### config.mk
export PLATFORM = sky130hd
export DESIGN_NAME = sign_sched
export DESIGN_NICKNAME = d
export VERILOG_FILES = /design/src/rtl/sign_sched_pkg.sv /design/src/rtl/sign_sched_inflight_cnt.sv /design/src/rtl/sign_sched.sv
export SDC_FILE = /design/constraint.sdc
export NUM_CORES = 1
export LEC_CHECK = 0
export ABC_AREA = 0
export CAP_MARGIN = 30
export CORE_UTILIZATION = 43
export CTS_BUF_LIST = sky130_fd_sc_hd__clkbuf_4 sky130_fd_sc_hd__clkbuf_8 sky130_fd_sc_hd__clkbuf_16
export CTS_CLUSTER_SIZE = 10
export DETAILED_ROUTE_END_ITERATION = 8
export PLACE_DENSITY = 0.75
export SYNTH_ARGS = -nofsm -noshare
export SYNTH_HDL_FRONTEND = slang
export SYNTH_SLANG_ARGS = --single-unit
### constraint.sdc
create_clock -name clk -period 1.5 [get_ports clk]
set_input_delay 0.3 -clock clk [delete_from_list [all_inputs] [get_ports clk]]
set_output_delay 0.3 -clock clk [all_outputs]
set_load 0.03 [all_outputs]
### src/rtl/sign_sched_pkg.sv
// Decoder-wide constants and types shared by the sign scheduler, the
// unscrambler and the position decoder.
package sign_sched_pkg;

  localparam int MB_MAX_COEF = 64;

  typedef enum logic {
    IDLE  = 1'b0,
    ISSUE = 1'b1
  } sign_sched_state_t;

endpackage

### src/rtl/sign_sched_inflight_cnt.sv
// Up/down counter of macroblocks issued but not yet retired by the unscrambler,
// with a below-limit compare and an underflow indication.
module inflight_cnt #(
  parameter int LIMIT = 2,
  parameter int W     = 2
) (
  input  logic         clk,
  input  logic         rst,
  input  logic         en_i,
  input  logic         clr_i,
  input  logic         inc_i,
  input  logic         dec_i,
  output logic [W-1:0] count_o,
  output logic         below_limit_o,
  output logic         underflow_o
);

  logic [W-1:0] count_q;
  logic [W-1:0] count_d;

  // A retire pulse with nothing in flight (and no issue to cancel it) is dropped.
  assign underflow_o   = dec_i & ~inc_i & (count_q == '0);
  assign below_limit_o = (count_q < W'(LIMIT));
  assign count_o       = count_q;

  always_comb begin
    count_d = count_q;
    if (clr_i) begin
      count_d = '0;
    end else if (inc_i && !dec_i) begin
      count_d = count_q + W'(1);
    end else if (dec_i && !inc_i && (count_q != '0)) begin
      count_d = count_q - W'(1);
    end
  end

  always_ff @(posedge clk) begin
    if (!rst) begin
      count_q <= '0;
    end else if (en_i) begin
      count_q <= count_d;
    end
  end

endmodule

### src/rtl/sign_sched.sv
// Sign-bit sequencer: takes a per-MB sign count, pulls that many bits from the
// bitstream reader one per cycle and hands them to the coefficient unscrambler.
module sign_sched
  import sign_sched_pkg::*;
#(
  parameter int  MAX_INFLIGHT = 2,
  parameter int  CNT_W        = 7,
  localparam int INF_W        = $clog2(MAX_INFLIGHT + 1)
) (
  input  logic             clk,
  input  logic             clk_en,
  input  logic             rst,
  input  logic             flush,
  input  logic [CNT_W-1:0] cnt_in,
  input  logic             cnt_valid,
  output logic             cnt_ready,
  input  logic             bs_bit,
  input  logic             bs_valid,
  output logic             bs_rd,
  input  logic             out_full,
  input  logic             unscr_mb_done,
  output logic             sign_in,
  output logic             sign_en,
  output logic             zero_mb,
  output logic [INF_W-1:0] inflight,
  output logic             busy,
  output logic             err
);

  sign_sched_state_t state_q, state_d;
  logic [CNT_W-1:0]  remaining_q, remaining_d;
  logic              sign_in_q, sign_in_d;
  logic              sign_en_q, sign_en_d;
  logic              zero_mb_q, zero_mb_d;
  logic              err_q, err_d;

  logic accept;
  logic cnt_zero;
  logic cnt_over;
  logic last_bit;
  logic below_limit;
  logic underflow;

  // Handshakes are suppressed while rst is asserted so no bit is consumed by an
  // MB that the same edge is about to abandon.
  assign cnt_ready = rst & clk_en & ~flush & (state_q == IDLE) & below_limit;
  assign bs_rd     = rst & clk_en & ~flush & (state_q == ISSUE) & bs_valid & ~out_full;
  assign accept    = cnt_valid & cnt_ready;
  assign cnt_zero  = (cnt_in == '0);
  assign cnt_over  = (cnt_in > CNT_W'(MB_MAX_COEF));
  assign last_bit  = bs_rd & (remaining_q == CNT_W'(1));

  inflight_cnt #(
    .LIMIT(MAX_INFLIGHT),
    .W    (INF_W)
  ) u_inflight (
    .clk          (clk),
    .rst          (rst),
    .en_i         (clk_en),
    .clr_i        (flush),
    .inc_i        (last_bit),
    .dec_i        (unscr_mb_done),
    .count_o      (inflight),
    .below_limit_o(below_limit),
    .underflow_o  (underflow)
  );

  always_ff @(posedge clk) begin
    if (!rst) begin
      state_q     <= IDLE;
      remaining_q <= '0;
      sign_in_q   <= 1'b0;
      sign_en_q   <= 1'b0;
      zero_mb_q   <= 1'b0;
      err_q       <= 1'b0;
    end else if (clk_en) begin
      state_q     <= state_d;
      remaining_q <= remaining_d;
      sign_in_q   <= sign_in_d;
      sign_en_q   <= sign_en_d;
      zero_mb_q   <= zero_mb_d;
      err_q       <= err_d;
    end
  end

  always_comb begin
    state_d = state_q;
    if (flush) begin
      state_d = IDLE;
    end else begin
      case (state_q)
        IDLE:    if (accept && !cnt_zero) state_d = ISSUE;
        ISSUE:   if (last_bit) state_d = IDLE;
        default: state_d = IDLE;
      endcase
    end
  end

  always_comb begin
    remaining_d = remaining_q;
    sign_in_d   = sign_in_q;
    sign_en_d   = 1'b0;
    zero_mb_d   = 1'b0;
    err_d       = err_q;
    if (flush) begin
      remaining_d = '0;
      err_d       = 1'b0;
    end else begin
      sign_en_d = bs_rd;
      zero_mb_d = accept & cnt_zero;
      if (bs_rd) sign_in_d = bs_bit;
      // Oversized counts are clamped to a full macroblock and flagged.
      if (accept) begin
        remaining_d = cnt_over ? CNT_W'(MB_MAX_COEF) : cnt_in;
      end else if (bs_rd) begin
        remaining_d = remaining_q - CNT_W'(1);
      end
      if ((accept && cnt_over) || underflow) err_d = 1'b1;
    end
  end

  assign sign_in = sign_in_q;
  assign sign_en = sign_en_q;
  assign zero_mb = zero_mb_q;
  assign err     = err_q;
  assign busy    = (state_q == ISSUE);

endmodule

* Word-level counts from Yosys, hierarchy flattened
Cells that the tools add are included.
Word-level totals: bits of input ports 16, flip-flop bits (word level) 14, output and inout bits 9, logic and storage cells 63
Cells by class: reduce and logical (&&, ||, !) cells 19, bitwise gates (word level) 16, equality and inequality tests 1, order comparisons 2, multiplexer cells 15, add/sub/neg operators 3
Operators with widths (number):
- $mux W7 | 4
- $and A1 B1 Y1 | 12
- $eq A7 B1 Y1 const B | 1
- $gt A7 B7 Y1 const B | 1
- $logic_not A7 Y1 | 1
- $mux W1 | 7
- $sub A7 B1 Y7 const B | 1
- $mux W2 | 3
- $reduce_and A2 Y1 | 3
- $reduce_bool A3 Y1 | 2
- $logic_and A1 B1 Y1 | 5
- $not A1 Y1 | 4
- $reduce_bool A2 Y1 | 2
- $logic_not A1 Y1 | 3
- $reduce_and A3 Y1 | 1
- $add A2 B1 Y2 const B | 1
- $logic_not A2 Y1 | 1
- $lt A2 B2 Y1 const B | 1
- $pmux W1 S2 | 1
- $sub A2 B1 Y2 const B | 1
- $logic_or A1 B1 Y1 | 1

* Longest topological paths before layout
Gate-level depths: netlist of the first run.
word-level depth 12, gate-level depth with buffers 7

* By module
From an unflattened synthesis of the first run, not the netlist that was laid out.
Unflattened totals: cells, all modules 112, area, all modules 900.9 µm²
Modules (own cells, without submodules):
- sign_sched | instances 1, cells each 94, area an instance 738.2 µm², seq. area each 240.2 µm²
- inflight_cnt | instances 1, cells each 18, area an instance 162.7 µm², seq. area each 40.0 µm²

* Worst setup path after synthesis of the first run
Ideal clock, no wire load.
kind register to register, from register state_q (netlist: busy), to register remaining_q[5], clock period less this slack 1610 ps, arrival time 1485 ps, required time 1375 ps, library setup time 125 ps, cell stages (with the launch flop) 5, slack -110 ps, path through dfxtp_1 -> and3b_1 -> a31oi_2 -> nor4b_1 -> o41a_1
On the way: word-level cells in the longest chain between the ends 6
RTL lines:
- start: declaration | line sign_sched.sv:30 | sign_sched_state_t state_q, state_d;
- start signal: assignment | line sign_sched.sv:77 | state_q <= state_d;
- $not A1 Y1
- $and A1 B1 Y1 (2 in series) | line sign_sched.sv:46 | assign cnt_ready = rst & clk_en & ~flush & (state_q == IDLE) & below_limit;
- $and A1 B1 Y1 | line sign_sched.sv:48 | assign accept = cnt_valid & cnt_ready;
- $reduce_bool A3 Y1 (no source line) or $mux W7 (tied branches)
- $reduce_and A2 Y1 (no source line) or $mux W7 (tied branches)
- end signal: assignment | line sign_sched.sv:78 | remaining_q <= remaining_d;
- end: declaration | line sign_sched.sv:31 | logic [CNT_W-1:0] remaining_q, remaining_d;
Several ways; a longest one is shown, not always the timed one. A chain may end at the register's enable or synchronous reset.

* Worst setup path in the final report of the first run
from register remaining_q[5], to register u_inflight.count_q[0] (netlist: u_inflight.count_o[0])
On the way: word-level cells in the longest chain between the ends 7
RTL lines:
- $eq A7 B1 Y1 (*) | line sign_sched.sv:51 | assign last_bit = bs_rd & (remaining_q == CNT_W'(1));
- $and A1 B1 Y1 (*) | line sign_sched.sv:51
- $logic_not A1 Y1 | line sign_sched_inflight_cnt.sv:32 | end else if (dec_i && !inc_i && (count_q != '0)) begin
- $logic_and A1 B1 Y1 (2 in series) | line sign_sched_inflight_cnt.sv:32
- $reduce_bool A3 Y1 (no source line)
- $reduce_and A2 Y1 (no source line)
- end signal: assignment | line sign_sched_inflight_cnt.sv:41 | count_q <= count_d;
- end: declaration | line sign_sched_inflight_cnt.sv:18 | logic [W-1:0] count_q;
Every way passes the cells marked *; elsewhere a longest branch is shown, timed or not.

==> results of run 1 <==
-- sequential cells by signal, indices dropped and copies added (netlist names) --
| name | cells |
|---|---|
| remaining_q | 7 |
| u_inflight.count_o | 2 |
| busy | 1 |
| err | 1 |
| sign_en | 1 |
| sign_in | 1 |
| zero_mb | 1 |
-- per-layer routing --
| layer | up-vias | track usage [%] | part of all wire (%) |
|---|---|---|---|
| met1 | 507 | 32.5 | 41 |
| li1 | 511 | - | - |
| met5 | - | 0 | 0 |
| met2 | 63 | 47.9 | 50 |
| met4 | 0 | 11.3 | 2.1 |
| met3 | 11 | 3.43 | 6.8 |
-- power groups by stage --
stage	logic, uW	clock network [uW]	registers [uW]
floorplan	133	0	429
global placement	256	0	425
detailed placement	262	0	427
CTS	282	287	419
global route	320	318	427
finish	298	286	426
-- synth_stat cells (2+ instances only) --
| library cell | n | area, sq um |
|---|---|---|
| nor4b_1 | 2 | 17.5 |
| o21ai_0 | 2 | 10.0 |
| ha_1 | 2 | 25.0 |
| nand3b_1 | 5 | 37.5 |
| buf_6 | 4 | 45.0 |
| nand4_1 | 2 | 12.5 |
| a21o_1 | 2 | 15.0 |
| xnor2_1 | 4 | 35.0 |
| nor2_1 | 6 | 22.5 |
| a22o_1 | 6 | 52.6 |
| nor2b_1 | 3 | 18.8 |
| o2bb2ai_1 | 5 | 43.8 |
| nor3_1 | 5 | 25.0 |
| nand2_1 | 7 | 26.3 |
| inv_1 | 5 | 18.8 |
| nand2b_1 | 2 | 12.5 |
| nor3b_1 | 3 | 22.5 |
| dfxtp_1 | 14 | 280 |
| and4_1 | 2 | 17.5 |
-- timing repair --
action,4_1_cts,5_1_grt
resized for setup,32,7
gates cloned,0,0
hold endpoints to repair,0,0
setup buffers,6,3
pin swaps,9,11
endpoints found under the setup margin,20,12
-- metrics by stage --
stage / cell area, sq um / util (%) / power, uW / cells / setup TNS [ns]
floorplan: 977 / - / 562 / 104 / 0
global placement: 1380 / 68.3 / 682 / 175 / -5.01
detailed placement: 1380 / 68.3 / 688 / 175 / -5.40
CTS: 1500 / 74.1 / 989 / 185 / -0.0993
global route: 1540 / 76.4 / 1060 / 188 / -0.286
finish: 1540 / 76.4 / 1010 / 188 / -0.0490
-- worst max-delay path by stage --
stage / cells past startpoint / to / from / slack [ns]
3_5_place_dp: 5 / err / cnt_in[2] / -0.46
2_1_floorplan: 5 / u_inflight.count_o[0] / busy / 0.0009
6_report: 4 / u_inflight.count_o[0] / remaining_q[5] / -0.02
4_1_cts: 4 / bs_rd / bs_valid / -0.1
5_1_grt: 6 / u_inflight.count_o[0] / remaining_q[1] / -0.09
3_3_place_gp: 5 / err / flush / -0.43
-- cells by family (layout without fill, tap and decap cells) --
| logic type | after synthesis | in the layout | synth area share [%] |
|---|---|---|---|
| buf+inv | 11 | 68 | 7.64 |
| fa+ha+maj | 2 | 2 | 2.63 |
| flops | 14 | 14 | 29.5 |
| xor+xnor | 4 | 4 | 3.69 |
| simple gates | 44 | 44 | 29.6 |
| compound gates | 28 | 28 | 25.8 |
| mux | 1 | 1 | 1.05 |
-- final cells by class --
class / instances / area (sq um)
Sequential cell: 14 / 292
Timing Repair Buffer: 59 / 499
Inverter: 5 / 18.8
Tap cell: 27 / 33.8
Multi-Input combinational cell: 79 / 664
Clock buffer: 4 / 36.3
Fill cell: 155 / 478
==> metrics.txt, run 1 <==
most common cell after layout, fill and taps aside buf_4; critical path class reg -> reg; # DRC 0; largest stage delay on the critical path 0.37 ns; 1st-iter DRT viols 38; reg2reg start remaining_q[5]; share of layout cells above drive strength 1 39.8%; Num CTS Buffers 3; RSZ-0062 raised after global routing yes; critical path capture point type flop; cell depth of the worst min-delay path 1; Switching Share 29.3%; FF-to-FF setup slack -0.02 ns; wire per inst 15.8 um; syn_nets 122; Async SR Flop Fraction 0%; Internal 714 uW; Placer Congestion 0.892; status finished with violations; Synth Register Bits 14; CTS root buffer clkbuf_4; Post-CTS Hold Fix Bufs 0; Max Freq 656 MHz; hold_ws 0.451 ns; Placeable Area 0.00202 sq mm; largest net degree at the start of global routing 13; Tot GR Track Use 27.0%; EDFF count, synth 0; MaxCap Viol Count 0; CTS tree built; initial antenna violation count 0; drt pass-1 iters 4; H-tree levels 1; actual slew at the worst max-slew pin 0.340 ns; Net Switching 296 uW; Hold Crit Start sign_en; min cycle time layout 1.52 ns; RR Endpoint u_inflight.count_o[0]; Lkg Pwr 0.000692 uW; fin nets 180; Hold Vio Cnt, Final 0; total gr overflow 0; Antenna Cells 0; Die W 49.0 um; Logic pwr share 29.5%; die area 0.00240 sq mm; wirelength, routed 2970 um; startpoint type of the worst setup path flop; fin crit share 102%; clock sink count 14; CP required 1.70 ns; Vias/cell 5.81; CP max-delay cell dfxtp_2; Ports 25; synthesis-to-finish area growth 62.6%; sequential area share after synthesis 29.5%; via count 1092; Seq pwr share 42.2%; Cell Rows 16; count of warnings emitted by yosys 0; Worst Path Arrival 1.72 ns; commonest cells after routing, fill and taps aside 33 x buf_4, 14 x dlygate4sd2_1, 9 x dfxtp_1; Netlist cell types 42; hold crit path type reg -> reg; vias in the first global route 1065; endpoints failing setup 3; Final WS setup -0.0248 ns; clk buf depth 2; Worst path top cell family by delay simple AND/OR/NAND/NOR gates; Post-Syn Instances 104; Worst-Skew Late Latency 0.30 ns; Final Skew 0.0125 ns; starting density of the core 47.0%; pre-CTS setup slack -0.460 ns; R2R depth 4; Worst-path clk slew 0.10 ns; Mapped Area 950 sq um; Max Transition Viols Final 0; worst rel slew slack 77.0%; failing checks setup timing; Port Buf Inserts 24; first-pass GRT wire length 4930 um; Worst Path Buf+Inv 0; synthesized area per cell 9.13 sq um; post-route ant nets 0; maximum fanout along the worst path 8; Clock power frac 28.3%; hold endpoint sign_en; chip height 49.0 um; dominant synthesized flop cell dfxtp_1; PwrDens 654 mW/mm^2; Peak VDD IR 0.597 mV; CP cell instances nor4_4 -> and4_4 -> xnor2_1 -> a221o_1; DP Wirelength 2100 um
Note: power is estimated with default switching activity, not from simulation.
==> run 2, diff against run 1 <==
--- a/config.mk
+++ b/config.mk
@@ -12,6 +12,7 @@
 export CTS_CLUSTER_SIZE = 10
 export DETAILED_ROUTE_END_ITERATION = 8
 export PLACE_DENSITY = 0.75
+export SETUP_SLACK_MARGIN = 0.4
 export SYNTH_ARGS = -nofsm -noshare
 export SYNTH_HDL_FRONTEND = slang
 export SYNTH_SLANG_ARGS = --single-unit
==> run 2 against run 1 <==
Effect of this change:
- the run still ends with setup timing left
- register-to-register slack lost 0.02 ns
- utilization grew 13 points
- wire length grew 48%
- largest cell class unchanged
==> metrics.txt, run 2 (same netlist as run 1, synthesis figures left out) <==
status finished with violations; failing checks setup timing; hold endpoint remaining_q[4]; commonest cells after routing, fill and taps aside 32 x buf_4, 19 x buf_6, 7 x nand2_1; FF-to-FF setup slack -0.05 ns; hold crit path type in -> reg; Ports 25; overall power 1120 uW; endpoints failing setup 1; Final Skew 0.00501 ns; CP max-delay cell dfxtp_2; hold_ws 0.449 ns; maximum fanout along the worst path 7; CP cell instances inv_2 -> ha_2 -> nor2b_4 -> and4_4 -> a22o_1 -> a221o_1; Placer Congestion 0.866; Port Buf Inserts 24; drt pass-1 iters 4; actual slew at the worst max-slew pin 0.328 ns; Clock power frac 25.7%; largest stage delay on the critical path 0.37 ns; clk buf depth 2; vias in the first global route 1211; most common cell after layout, fill and taps aside buf_4; Placeable Area 0.00202 sq mm; Worst Path Buf+Inv 1; cell depth of the worst min-delay path 4; Largest register FFs 7; Antenna Cells 0; R2R depth 6; share of layout cells above drive strength 1 64.1%; Max Transition Viols Final 0; fin crit share 103%; Worst-Skew Late Latency 0.29 ns; first-pass GRT wire length 6210 um; Cell Rows 16; total gr overflow 0; MaxCap Viol Count 0; clock sink count 14; DP Wirelength 2070 um; Die W 49.0 um; critical path capture point type flop; Lkg Pwr 0.000781 uW; RR Endpoint u_inflight.count_o[0]; Worst path top cell family by delay compound AO/OA/AOI/OAI gates; # DRC 0; starting density of the core 47.0%; Internal 762 uW; initial antenna violation count 0; worst rel slew slack 77.8%; Num CTS Buffers 3; 1st-iter DRT viols 77; reg2reg start remaining_q[1]; Hold Crit Start cnt_in[4]; startpoint type of the worst setup path flop; via count 1255; post-route ant nets 0; Most flops, register remaining_q; Worst-path clk slew 0.10 ns; Final WS setup -0.0487 ns; Max Freq 646 MHz; Worst Path Arrival 1.73 ns; wire per inst 22.7 um; Seq pwr share 37.9%; fin nets 186; Logic pwr share 36.4%; CTS root buffer clkbuf_4; Tot GR Track Use 33.9%; pre-CTS setup slack -0.447 ns; largest net degree at the start of global routing 10; CP required 1.68 ns; chip height 49.0 um; wirelength, routed 4410 um; PwrDens 622 mW/mm^2; CTS tree built; Peak VDD IR 0.496 mV; H-tree levels 1; Vias/cell 6.47; Hold Vio Cnt, Final 0; synthesis-to-finish area growth 90.1%; RSZ-0062 raised after global routing yes; Switching Share 32.1%; die area 0.00240 sq mm; Net Switching 361 uW; min cycle time layout 1.55 ns; critical path class reg -> reg
run 2: changes by cell type in the layout (fill, tap and decap cells not counted), moves of 3 or more:
cell / change
buf_2: +3
buf_6: +15
dfxtp_1: -4
dfxtp_2: +3
dlygate4sd2_1: -12
o2bb2ai_1: -5
o2bb2ai_4: +3
xnor2_1: -3
xnor2_2: +3
run 2: metal layers:
| metal | part of all wire [%] | track usage, % | routed length [um] | vias to the layer above |
|---|---|---|---|---|
| met5 | 0 | 0 | 0 | - |
| met4 | 5.9 | 10.3 | 260 | 0 |
| met3 | 9.4 | 4.05 | 412 | 31 |
| met2 | 45 | 56.9 | 2000 | 90 |
| met1 | 39 | 45.0 | 1740 | 609 |
| li1 | - | - | - | 525 |
run 2: worst max-delay path by stage:
stage                   start                    end  slack, ns  depth (start not counted)
6_report       remaining_q[1]  u_inflight.count_o[0]      -0.05                          6
5_1_grt        remaining_q[1]  u_inflight.count_o[0]      -0.08                          6
4_1_cts                clk_en              cnt_ready       0.03                          5
3_5_place_dp            flush  u_inflight.count_o[1]      -0.45                          5
3_3_place_gp            flush  u_inflight.count_o[1]      -0.42                          5
2_1_floorplan            busy  u_inflight.count_o[0]     0.0009                          5
run 2: repair_timing:
item	CTS	global route
setup endpoints to repair	23	20
hold buffers	0	0
buffers inserted	12	3
resized for setup	106	32
pin swaps	21	18
run 2: power groups by stage:
stage | sequential [uW] | clock (uW) | combinational, uW
2_1_floorplan | 427 | 0 | 137
3_3_place_gp | 422 | 0 | 263
3_5_place_dp | 423 | 0 | 269
5_1_grt | 426 | 296 | 421
4_1_cts | 413 | 284 | 322
6_report | 425 | 289 | 409
run 2: worst register-to-register path: cells and delay by family (launching register included):
family          cells  cell delay, ns
flops               1            0.37
buf+inv             1            0.05
simple gates        2            0.31
fa+ha+maj           1            0.18
compound gates      2            0.53
run 2: stage by stage:
step | util (%) | instance area [sq um] | setup TNS (ns) | std cells
CTS | 81.1 | 1640 | 0 | 191
floorplan | - | 1010 | 0 | 104
global placement | 69.8 | 1410 | -4.95 | 175
detailed placement | 69.8 | 1410 | -5.06 | 175
global route | 89.3 | 1810 | -0.178 | 194
finish | 89.3 | 1810 | -0.0487 | 194
run 2: final cells by class:
type / instances / area (sq um)
Timing Repair Buffer: 65 / 583
Inverter: 5 / 21.3
Multi-Input combinational cell: 79 / 832
Clock buffer: 4 / 36.3
Sequential cell: 14 / 299
Tap cell: 27 / 33.8
Fill cell: 88 / 216
==> run 3, diff against run 2 <==
--- a/config.mk
+++ b/config.mk
@@ -6,12 +6,11 @@
 export NUM_CORES = 1
 export LEC_CHECK = 0
 export ABC_AREA = 0
-export CAP_MARGIN = 30
-export CORE_UTILIZATION = 43
-export CTS_BUF_LIST = sky130_fd_sc_hd__clkbuf_4 sky130_fd_sc_hd__clkbuf_8 sky130_fd_sc_hd__clkbuf_16
-export CTS_CLUSTER_SIZE = 10
+export CAP_MARGIN = 40
+export CORE_UTILIZATION = 45
+export CTS_BUF_LIST = sky130_fd_sc_hd__clkbuf_2 sky130_fd_sc_hd__clkbuf_4 sky130_fd_sc_hd__clkbuf_8
 export DETAILED_ROUTE_END_ITERATION = 8
-export PLACE_DENSITY = 0.75
+export PLACE_DENSITY = 0.78
 export SETUP_SLACK_MARGIN = 0.4
 export SYNTH_ARGS = -nofsm -noshare
 export SYNTH_HDL_FRONTEND = slang
==> run 3 against run 2 <==
Effect of this change:
- the run ends with DRC, setup timing left
- first-iteration DRC count is 36% lower
- critical endpoint unchanged
- sequential share of layout area is 1.5 points higher
- total power decreased by 8.2%
- combinational power is 11% lower
- register-to-register slack barely moved
- via count shrank 2.8%
- wire length shrank 12%
- utilization decreased by 5.3 points
- hold slack worse by 0.082 ns
- clock power decreased by 16%
- clock skew decreased by 0.00084 ns
- count of clock-buffer cells in the layout is 1 lower
==> metrics.txt, run 3 (same netlist as run 1, synthesis figures left out) <==
endpoints failing setup 2; PwrDens 619 mW/mm^2; Port Buf Inserts 24; starting density of the core 47.9%; Lkg Pwr 0.000711 uW; hold endpoint remaining_q[3]; Max Transition Viols Final 0; Max Freq 652 MHz; RSZ-0062 raised after global routing yes; wirelength, routed 3860 um; Num CTS Buffers 3; largest net degree at the start of global routing 13; startpoint type of the worst setup path flop; wire per inst 20.2 um; Die W 47.9 um; Placed Instance Area 0.00140 sq mm; Largest register FFs 7; Placer Congestion 0.838; min cycle time layout 1.53 ns; Peak VDD IR 0.470 mV; Cell Rows 16; critical path capture point type flop; reg2reg start remaining_q[5]; H-tree levels 1; 1st-iter DRT viols 49; post-route cell area 0.00167 sq mm; commonest cells after routing, fill and taps aside 31 x buf_4, 20 x buf_6, 7 x nand2_1, 7 x dfxtp_2; CTS root buffer clkbuf_4; initial antenna violation count 0; via count 1220; synthesis-to-finish area growth 75.4%; # DRC 2; fin crit share 102%; RR Endpoint u_inflight.count_o[0]; die area 0.00230 sq mm; most common cell after layout, fill and taps aside buf_4; Placeable Area 0.00198 sq mm; R2R depth 4; first-pass GRT wire length 4870 um; Ports 25; hold crit path type in -> reg; DP Wirelength 2100 um; MaxCap Viol Count 0; drt pass-1 iters 7; pre-CTS setup slack -0.436 ns; actual slew at the worst max-slew pin 0.449 ns; vias in the first global route 1072; Most flops, register remaining_q; Worst-path clk slew 0.10 ns; Worst-Skew Late Latency 0.29 ns; placed cells 174; clk buf depth 2; FF-to-FF setup slack -0.03 ns; critical path class reg -> reg; fill count 100; status finished with violations; CTS tree built; failing checks DRC, setup timing; Final Skew 0.00417 ns; Vias/cell 6.39; maximum fanout along the worst path 8; worst rel slew slack 69.6%; fin nets 183; Setup TNS -0.0686 ns; non-filler cells, final 191; Tot GR Track Use 30.8%; Worst Path Arrival 1.72 ns; post-route ant nets 0; cell depth of the worst min-delay path 3; share of layout cells above drive strength 1 56.7%; Final WS setup -0.0347 ns; Hold Vio Cnt, Final 0; Post-CTS Hold Fix Bufs 0; chip height 47.9 um; Antenna Cells 0; CP required 1.69 ns; fin util 84.0%; Hold Crit Start cnt_in[3]; clock sink count 14; total gr overflow 0
[run 3: cell types whose count changed in the layout (fill, tap and decap cells not counted), sizes merged]
| cell | before | now |
|---|---|---|
| buf | 55 | 53 |
| clkbuf | 5 | 3 |
| clkdlybuf4s50 | 4 | 6 |
| dlymetal6s2s | 2 | 0 |
| clkinv | 0 | 1 |
[run 3: worst max-delay path by stage]
stage	slack, ns	depth (start not counted)	to	start
finish	-0.03	4	u_inflight.count_o[0]	remaining_q[5]
global route	-0.08	4	remaining_q[5]	remaining_q[0]
CTS	0.002	6	u_inflight.count_o[0]	remaining_q[1]
detailed placement	-0.44	5	u_inflight.count_o[0]	out_full
global placement	-0.40	5	u_inflight.count_o[1]	flush
floorplan	0.0009	5	u_inflight.count_o[0]	busy
[run 3: stage by stage]
step,total power [uW],hold slack (ns)
after CTS,960,0.375
after global routing,1070,0.385
after floorplan,564,0.419
after global placement,684,0.441
final,1030,0.368
after detailed placement,692,0.451
[run 3: area by class of cell]
type | count | area (sq um) | share of cell area, %
Timing Repair Buffer | 62 | 556 | 33.4
Tap cell | 27 | 33.8 | 2.03
Clock buffer | 3 | 22.5 | 1.35
Sequential cell | 14 | 300 | 18.0
Clock inverter | 1 | 3.75 | 0.225
Inverter | 5 | 21.3 | 1.28
Multi-Input combinational cell | 79 | 728 | 43.7
[run 3: where the power goes]
group	total, uW	switching, uW	internal [uW]	leakage [uW]
registers	424	31.3	393	0.000119
logic	364	159	205	0.000576
clock network	242	145	96.9	0.0000154
total	1030	336	695	0.000711
[run 3: what timing repair did]
item                       CTS  global route
resized for setup          104            18
hold endpoints to repair     0             0
buffers inserted             9             4
setup endpoints to repair   23            21
pin swaps                   18            10
[run 3: routing by layer]
metal  vias up  routed length [um]  global-route usage [%]  share of wire (%)
met5         -                   0                       0                  0
met4         0                 250                    14.4                6.5
met3        36                 343                    8.68                8.9
met2        87                1860                    52.7                 48
met1       573                1410                    35.3                 36
li1        524                   -                       -                  -
[run 3: critical path: stages, from the launching register on]
cell     delay (ns)
dfxtp_4        0.36
nor4_4         0.33
and4_4         0.33
xnor2_1        0.10
a221o_1        0.31
